==> src/rtl/spmv_mem_arbiter_pkg.sv <==
// ----------------------------------------------------------------------------
// spmv_mem_arbiter_pkg
// Shared widths and helpers for the PE memory port and its stream fetchers.
//   TAG_W   : response tag width (bounds the number of requesters to 8)
//   ADDR_W  : byte address width of the memory port
//   DATA_W  : store data / load response width
//   mem_op_e: kind of request selected by the arbiter in a given cycle
//   pack_tag: places a response tag in the low bits of the d_or_tag field
// ----------------------------------------------------------------------------
package spmv_mem_arbiter_pkg;

    localparam int TAG_W  = 3;
    localparam int ADDR_W = 48;
    localparam int DATA_W = 64;

    typedef enum logic [1:0] {
        OP_NONE  = 2'd0,
        OP_LOAD  = 2'd1,
        OP_STORE = 2'd2
    } mem_op_e;

    // On a load the data lane carries the tag so the response can be routed.
    function automatic logic [DATA_W-1:0] pack_tag(input logic [TAG_W-1:0] tag);
        return {{(DATA_W-TAG_W){1'b0}}, tag};
    endfunction

endpackage

==> src/rtl/spmv_mem_arbiter_rr_arbiter.sv <==
// ----------------------------------------------------------------------------
// rr_arbiter
// Purely combinational round-robin picker.
//   req      in  N   request vector
//   ptr      in  PW  highest-priority index this cycle
//   grant    out N   one-hot grant (all zero when nothing requests)
//   next_ptr out PW  index after the winner, modulo N; equals ptr with no grant
// The search is split in two passes (indices at/after ptr, then below ptr)
// so every select uses a constant index and no modulo arithmetic is needed.
// ----------------------------------------------------------------------------
module rr_arbiter #(
    parameter int N  = 4,
    parameter int PW = (N > 1) ? $clog2(N) : 1
) (
    input  logic [N-1:0]  req,
    input  logic [PW-1:0] ptr,
    output logic [N-1:0]  grant,
    output logic [PW-1:0] next_ptr
);

    logic found;

    // NOTE: every output of a combinational block gets a default before any
    // conditional assignment, otherwise synthesis infers a latch.
    always_comb begin
        grant    = '0;
        next_ptr = ptr;
        found    = 1'b0;
        for (int i = 0; i < N; i++) begin
            if (!found && req[i] && (PW'(i) >= ptr)) begin
                grant[i] = 1'b1;
                found    = 1'b1;
                next_ptr = (i == N-1) ? '0 : PW'(i + 1);
            end
        end
        for (int i = 0; i < N; i++) begin
            if (!found && req[i] && (PW'(i) < ptr)) begin
                grant[i] = 1'b1;
                found    = 1'b1;
                next_ptr = (i == N-1) ? '0 : PW'(i + 1);
            end
        end
    end

endmodule

==> src/rtl/spmv_mem_arbiter.sv <==
// ----------------------------------------------------------------------------
// spmv_mem_arbiter
// Shares the single PE memory port among NUM_REQ stream fetchers with
// round-robin arbitration. Loads carry the requester index as tag and the
// response is routed back by that tag. Per-requester credits cap in-flight
// loads at the depth of each requester's response FIFO, so the arbiter never
// needs to stall the memory response path.
//
// Ports
//   clk, rst_n        clock (rising edge), asynchronous active-low reset
//   req_ld/req_st     per-requester load/store request, held until granted
//   req_addr/req_d    per-requester address / store data, flattened vectors
//   req_grant         one-hot, same-cycle acceptance of a request
//   req_mem_ld/st     registered request strobes toward memory
//   req_mem_addr      registered address (holds when idle)
//   req_mem_d_or_tag  store data, or the packed tag on a load (holds when idle)
//   req_mem_stall     memory back-pressure: no grants while high
//   rsp_mem_push/tag/q load response from memory
//   rsp_mem_stall     always 0 (credits guarantee response space)
//   rsp_push/rsp_q    one-hot response strobe and broadcast data
//   outstanding_any   1 while any load is in flight
//   err_sticky        protocol error seen since reset
// ----------------------------------------------------------------------------
module spmv_mem_arbiter
    import spmv_mem_arbiter_pkg::*;
#(
    parameter int NUM_REQ   = 4,
    parameter int MAX_OUTST = 16,
    parameter int CNT_W     = 5
) (
    input  logic                      clk,
    input  logic                      rst_n,
    input  logic [NUM_REQ-1:0]        req_ld,
    input  logic [NUM_REQ-1:0]        req_st,
    input  logic [NUM_REQ*ADDR_W-1:0] req_addr,
    input  logic [NUM_REQ*DATA_W-1:0] req_d,
    output logic [NUM_REQ-1:0]        req_grant,
    output logic                      req_mem_ld,
    output logic                      req_mem_st,
    output logic [ADDR_W-1:0]         req_mem_addr,
    output logic [DATA_W-1:0]         req_mem_d_or_tag,
    input  logic                      req_mem_stall,
    input  logic                      rsp_mem_push,
    input  logic [TAG_W-1:0]          rsp_mem_tag,
    input  logic [DATA_W-1:0]         rsp_mem_q,
    output logic                      rsp_mem_stall,
    output logic [NUM_REQ-1:0]        rsp_push,
    output logic [DATA_W-1:0]         rsp_q,
    output logic                      outstanding_any,
    output logic                      err_sticky
);

    localparam int PW = (NUM_REQ > 1) ? $clog2(NUM_REQ) : 1;
    localparam logic [CNT_W-1:0] CNT_MAX = CNT_W'(MAX_OUTST);

    logic [CNT_W-1:0]   outst      [NUM_REQ];
    logic [CNT_W-1:0]   outst_next [NUM_REQ];
    logic [NUM_REQ-1:0] ld_st_clash;
    logic [NUM_REQ-1:0] eligible;
    logic [NUM_REQ-1:0] grant;
    logic [NUM_REQ-1:0] nonzero;
    logic [NUM_REQ-1:0] tag_hit;
    logic [NUM_REQ-1:0] cnt_inc;
    logic [NUM_REQ-1:0] cnt_dec;
    logic [PW-1:0]      rr_ptr;
    logic [PW-1:0]      rr_next;
    mem_op_e            win_op;
    logic [ADDR_W-1:0]  win_addr;
    logic [DATA_W-1:0]  win_data;
    logic               rsp_valid;
    logic               rsp_err;
    logic               any_next;

    // ------------------------------------------------------------------
    // Eligibility: a requester asserting both ld and st is excluded and
    // flagged; loads additionally need a free credit.
    // ------------------------------------------------------------------
    always_comb begin
        ld_st_clash = '0;
        eligible    = '0;
        nonzero     = '0;
        for (int i = 0; i < NUM_REQ; i++) begin
            ld_st_clash[i] = req_ld[i] & req_st[i];
            nonzero[i]     = (outst[i] != '0);
            eligible[i]    = !req_mem_stall && !ld_st_clash[i] &&
                             (req_st[i] || (req_ld[i] && (outst[i] < CNT_MAX)));
        end
    end

    rr_arbiter #(
        .N  (NUM_REQ),
        .PW (PW)
    ) u_rr (
        .req      (eligible),
        .ptr      (rr_ptr),
        .grant    (grant),
        .next_ptr (rr_next)
    );

    assign req_grant = grant;

    // Winner mux: grant is one-hot, so at most one branch fires.
    always_comb begin
        win_op   = OP_NONE;
        win_addr = '0;
        win_data = '0;
        for (int i = 0; i < NUM_REQ; i++) begin
            if (grant[i]) begin
                win_addr = req_addr[i*ADDR_W +: ADDR_W];
                if (req_st[i]) begin
                    win_op   = OP_STORE;
                    win_data = req_d[i*DATA_W +: DATA_W];
                end else begin
                    win_op   = OP_LOAD;
                    win_data = pack_tag(TAG_W'(i));
                end
            end
        end
    end

    // ------------------------------------------------------------------
    // Response routing and credit bookkeeping. A tag that matches no
    // requester, or one with no load in flight, is dropped as an error.
    // ------------------------------------------------------------------
    always_comb begin
        tag_hit = '0;
        cnt_inc = '0;
        cnt_dec = '0;
        for (int i = 0; i < NUM_REQ; i++) begin
            tag_hit[i] = rsp_mem_push && (rsp_mem_tag == TAG_W'(i));
            cnt_inc[i] = grant[i] && req_ld[i];
            cnt_dec[i] = tag_hit[i] && nonzero[i];
        end
        rsp_valid = |cnt_dec;
        rsp_err   = rsp_mem_push && !rsp_valid;
    end

    // A grant and a response for the same requester cancel out.
    always_comb begin
        any_next = 1'b0;
        for (int i = 0; i < NUM_REQ; i++) begin
            outst_next[i] = outst[i];
            if (cnt_inc[i] && !cnt_dec[i] && (outst[i] < CNT_MAX))
                outst_next[i] = outst[i] + CNT_W'(1);
            else if (!cnt_inc[i] && cnt_dec[i] && (outst[i] != '0))
                outst_next[i] = outst[i] - CNT_W'(1);
            any_next = any_next | (outst_next[i] != '0);
        end
    end

    // NOTE: state is updated with non-blocking assignments so every register
    // samples the pre-edge values regardless of statement order.
    always_ff @(posedge clk or negedge rst_n) begin
        if (!rst_n) begin
            rr_ptr           <= '0;
            req_mem_ld       <= 1'b0;
            req_mem_st       <= 1'b0;
            req_mem_addr     <= '0;
            req_mem_d_or_tag <= '0;
            rsp_push         <= '0;
            rsp_q            <= '0;
            rsp_mem_stall    <= 1'b0;
            outstanding_any  <= 1'b0;
            err_sticky       <= 1'b0;
        end else begin
            if (|grant)
                rr_ptr <= rr_next;
            req_mem_ld <= (win_op == OP_LOAD);
            req_mem_st <= (win_op == OP_STORE);
            if (win_op != OP_NONE) begin
                req_mem_addr     <= win_addr;
                req_mem_d_or_tag <= win_data;
            end
            rsp_push <= cnt_dec;
            if (rsp_valid)
                rsp_q <= rsp_mem_q;
            rsp_mem_stall   <= 1'b0;
            outstanding_any <= any_next;
            err_sticky      <= err_sticky | rsp_err | (|ld_st_clash);
        end
    end

    // NOTE: the credit array is a handful of flops, not a RAM, so it is
    // cleared by reset like any other register.
    always_ff @(posedge clk or negedge rst_n) begin
        if (!rst_n) begin
            for (int i = 0; i < NUM_REQ; i++)
                outst[i] <= '0;
        end else begin
            for (int i = 0; i < NUM_REQ; i++)
                outst[i] <= outst_next[i];
        end
    end

endmodule

==> config.mk <==
export PLATFORM = sky130hd
export DESIGN_NAME = spmv_mem_arbiter
export DESIGN_NICKNAME = d
export VERILOG_FILES = /design/src/rtl/spmv_mem_arbiter_pkg.sv /design/src/rtl/spmv_mem_arbiter_rr_arbiter.sv /design/src/rtl/spmv_mem_arbiter.sv
export SDC_FILE = /design/constraint.sdc
export NUM_CORES = 1
export LEC_CHECK = 0
export CAP_MARGIN = 20
export CORE_AREA = 4 4 277 279
export DETAILED_ROUTE_END_ITERATION = 10
export DIE_AREA = 0 0 281 283
export GPL_ROUTABILITY_DRIVEN = 1
export PLACE_DENSITY = 0.37
export REMOVE_ABC_BUFFERS = 1
export SLEW_MARGIN = 0
export SYNTH_ARGS = -nofsm -noshare
export SYNTH_HDL_FRONTEND = slang
export SYNTH_HIERARCHICAL = 1
export SYNTH_SLANG_ARGS = --single-unit
==> constraint.sdc <==
create_clock -name clk -period 4.4 [get_ports clk]
set_clock_uncertainty 0.05 [all_clocks]
set_input_delay 0.88 -clock clk [delete_from_list [all_inputs] [get_ports clk]]
set_output_delay 0.88 -clock clk [all_outputs]
set_load 0.02 [all_outputs]
==> run summary, run 1 <==
The DRC violation total after the first TritonRoute iteration is roughly 600. The detailed-route DRC error count is 0. The count of max-cap constraint violations is 0.

The transition time at the pin with the least slew margin is ~830 ps. The min-delay analysis places its worst path in the category in -> async. The number of buffers inserted to repair setup after CTS came out at 0. The met1 wire length is 25800 um. The post-CTS resize count came out at 0. After synthesis the netlist holds a flip-flop and latch count of roughly 210.

Along the worst path, the maximum fanout reaches 7. The count of warnings emitted by yosys came out at 6. The number of global-route vias before repair came out at ~13000. The unique cell type count in the Yosys netlist is 77.

The endpoint kind of the worst setup timing path is an output pin. The highest metal layer with signal wires is met5. The fraction of the mapped netlist area in compound gates is 0.319. The starting density of the core is 0.156. The placer congestion estimate came out at between 0.8 and 0.9. In the final layout, the share of cells above drive strength 1 is 0.0783. Timing would allow up to approximately 0.24 GHz.

For this run, the share of the core covered by cells in the final layout is 0.283. The max-slew violation total from the final report came to 0. The worst-case vdd ir drop is approximately 0.32 mV. The overflow left after global routing is 0. The placeable core region came out at 74200 sq um. The flow ran to the end, and the final reports show no timing, DRC or antenna violations. Setup repair after global routing left no endpoint under its margin. sky130_fd_sc_hd__dfrtp_1 is the most common cell in the netlist. The sink count of the clock tree came out at between 200 and 250. No sink is reached through more buffers than the 3 on the longest clock path. The H-tree depth reported by CTS is 1. Setup violations remaining at the end of the flow were counted as 0. The post-synthesis share of cell area spent on and, or, nand and nor gates is 0.101. The portion of netlist area occupied by mux cells is 0.0672. The number of enable flip-flop cells after synthesis is 0.

The detailed-placement wirelength estimate is 51800 um. The sequential standard cell area is between 5000 and 6000 sq um. The number of top-level pins came out at a little over 700. Across all layers, the routed design uses between 10000 and 15000 vias. The fraction of the cycle the final worst path needs came out at 0.935. The signal arrival time at the worst endpoint is 3180 ps. Of the total synthesized cell area, the portion taken by full adders, half adders and majority gates is 0.0108. In this run the static leakage power is a little over 8 nW.

The synthesized design spends more area on one cell type than any other, namely sky130_fd_sc_hd__dfrtp_1. The total met3 wirelength after detailed routing came out at 4700 um. After filler insertion, the fill cell instance count of the layout stands at approximately 8000. The detail route stage leaves a number of antenna-violating nets equal to 0.

The xor/xnor share of the synthesized area came out at 0.00455. The source-to-sink clock delay at the later pin of the worst-skew pair is about 600 ps. The layout overhead on the synthesized area came out at 82.1%. Clock tree synthesis inserted a total of 31 buffers. The cell area after technology mapping is about 12000 sq um. For this run, asynchronously set or reset flops after synthesis account for 1.00. The average detailed-routed wire length per instance is 23.6 um. The placed cell area came out at approximately 20000 sq um. The pin count of the biggest net entering global routing is about 130. In the synthesized netlist the dominant register cell turns out to be sky130_fd_sc_hd__dfrtp_1. Yosys attributes the largest share of cell area to sky130_fd_sc_hd__dfrtp_1, sky130_fd_sc_hd__a221o_1, sky130_fd_sc_hd__mux2_1, sky130_fd_sc_hd__a2bb2oi_1, sky130_fd_sc_hd__a22o_1. The area taken by multi-input logic gates came out at approximately 5800 sq um.

The final hold violation count came out at 0. The first-pass detailed-route iteration total is 5. The number of input and output port buffers inserted came out at 714. The vertical die dimension is 283 um. STA classifies the critical path startpoint as an input pin. The required arrival time at the worst endpoint is roughly 3500 ps.

The part of the Yosys area used for sequential elements came out at 0.447. The quantity of hold-fixing buffers added after cts came out at 0. The classification of the worst setup path is in -> out. Dividing the detail-routed via count by the number of cells gives ~4.5.

The floorplan step set the die width to 281 um. The tightest hold margin is ~270 ps. The smallest clock period supported by the final layout is computed as 4110 ps. The worst relative slew slack is 0.439. The floorplan die area came out at between 70000 and 80000 sq um.

The first global-routing pass estimated between 90000 and 100000 um of wire. The finished cells cover between 20000 and 25000 sq um. The cell sitting at the root of the clock tree is a sky130_fd_sc_hd__clkbuf_16.

After synthesis, the largest family of logic cells by area is compound AO/OA/AOI/OAI gates. The row count came out at 100. The power per cell area is 521 nW/um^2.

By count the netlist is led by sky130_fd_sc_hd__dfrtp_1, sky130_fd_sc_hd__nor2_1, sky130_fd_sc_hd__a221o_1. After clock tree synthesis, the clock-pin slew on the worst setup and hold paths is approximately 50 ps. For this block, the routed nets add up to between 60000 and 70000 um of wire.

Counting every instance in the synthesized netlist gives 1147. The initial antenna violation count came out at 11. The final net count came out at ~2400.

The synthesized area per cell is ~10 sq um. TritonCTS built the clock tree. The met2 wirelength from detailed routing came out at approximately 35000 um.

For this run, the total global-route usage over all layers was measured as 0.157. The share of synthesized area in the top cell type comes to 0.447.
## power breakdown
group / total [W] / internal (W) / switching, W / leakage [nW]
combinational: 0.00519 / 0.00250 / 0.00269 / 5.23
sequential: 0.00322 / 0.00267 / 0.000547 / 2.46
clock: 0.00254 / 0.00155 / 0.000996 / 0.507
## stage by stage
| stage | std cells | setup WS [ps] | power (W) | TNS (ps) |
|---|---|---|---|---|
| after global routing | 2825 | 129 | 0.0116 | 0 |
| final | 2827 | 288 | 0.0109 | 0 |
| after floorplan | 1033 | -4140 | 0.00555 | -438140 |
| after detailed placement | 2767 | 58.5 | 0.00851 | 0 |
| after CTS | 2820 | 267 | 0.0112 | 0 |
| after global placement | 2767 | 95.6 | 0.00849 | 0 |
## worst max-delay path: stages
cell,delay (ps)
sky130_fd_sc_hd__clkdlybuf4s50_1,530
sky130_fd_sc_hd__nand2b_1,100
sky130_fd_sc_hd__mux2_2,270
sky130_fd_sc_hd__nor2_1,200
sky130_fd_sc_hd__buf_4,190
sky130_fd_sc_hd__a21oi_1,40
sky130_fd_sc_hd__o221a_2,330
sky130_fd_sc_hd__clkdlybuf4s50_1,630
## flip-flops by register name, summed over array words and instances (netlist names)
| name | flops |
|---|---|
| rsp_q | 64 |
| outstanding_any | 1 |
| req_mem_addr | 48 |
| req_mem_d_or_tag | 64 |
| rr_ptr | 2 |
| req_mem_ld | 1 |
| err_sticky | 1 |
| outst | 20 |
| req_mem_st | 1 |
| rsp_push | 4 |
## cells in the final DEF, fill, tap and decap left out, types with 6 or more instances in the layout
cell                                n
sky130_fd_sc_hd__clkdlybuf4s50_1  713
sky130_fd_sc_hd__ha_1              10
sky130_fd_sc_hd__buf_12            12
sky130_fd_sc_hd__clkbuf_16         31
sky130_fd_sc_hd__nand2_1           31
sky130_fd_sc_hd__nor3_1            10
sky130_fd_sc_hd__nand2b_1           6
sky130_fd_sc_hd__a21oi_1           87
sky130_fd_sc_hd__nor2_1           132
sky130_fd_sc_hd__a22o_1            61
sky130_fd_sc_hd__a2bb2oi_1         62
sky130_fd_sc_hd__dfrtp_1          206
sky130_fd_sc_hd__a221o_1           97
sky130_fd_sc_hd__buf_4             39
sky130_fd_sc_hd__mux2_2            19
sky130_fd_sc_hd__xnor2_1            6
sky130_fd_sc_hd__inv_1             18
sky130_fd_sc_hd__o21ai_0           59
sky130_fd_sc_hd__mux2_1            49
sky130_fd_sc_hd__a22oi_1           63
sky130_fd_sc_hd__diode_2            7
sky130_fd_sc_hd__nor4_1             9
## per-layer routing
metal | track usage | vias up
li1 | - | 5831
met4 | 0.0350 | 8
met5 | 0 | -
met3 | 0.0413 | 78
met2 | 0.293 | 461
met1 | 0.179 | 6205
## worst paths after layout
kind                            startpoint              endpoint  slack [ps]  cells after the start
worst max-delay path             req_ld[0]          req_grant[1]         290                      8
worst min-delay path                 rst_n  req_mem_d_or_tag[38]         270                      1
worst max register to register   outst[19]  req_mem_d_or_tag[58]         760                     12
worst min register to register   rsp_q[29]             rsp_q[29]         440                      1
max in group asynchronous            rst_n             rsp_q[12]        3120                      2
min in group clk                 rsp_q[29]             rsp_q[29]         440                      1
## layout make-up
| type | count | share of cell area |
|---|---|---|
| Inverter | 20 | 0.00369 |
| Clock buffer | 40 | 0.0409 |
| Tap cell | 969 | 0.0577 |
| Multi-Input combinational cell | 807 | 0.278 |
| Clock inverter | 13 | 0.00803 |
| Sequential cell | 206 | 0.245 |
| Antenna cell | 7 | 0.000833 |
| Timing Repair Buffer | 765 | 0.366 |
## cell families after synthesis
family / count (synthesis)
buffers and inverters: 134
AOI/OAI and AO/OA: 480
other: 1
adders and majority gates: 10
and+or+nand+nor: 241
DFF: 206
xor gates and xnor gates: 6
muxes: 69
No activity file was read; power rests on OpenSTA's default activity.
==> inputs of run 2 (changes only) <==
SLEW_MARGIN = unset   (was 0)
==> results of run 2 <==
No change in the layout: final DEF, timing and power equal those of run 1.
==> inputs of run 3 (changes only) <==
CAP_MARGIN = 10   (was 20)
==> results of run 3 <==
No change in the layout: final DEF, timing and power equal those of run 1.
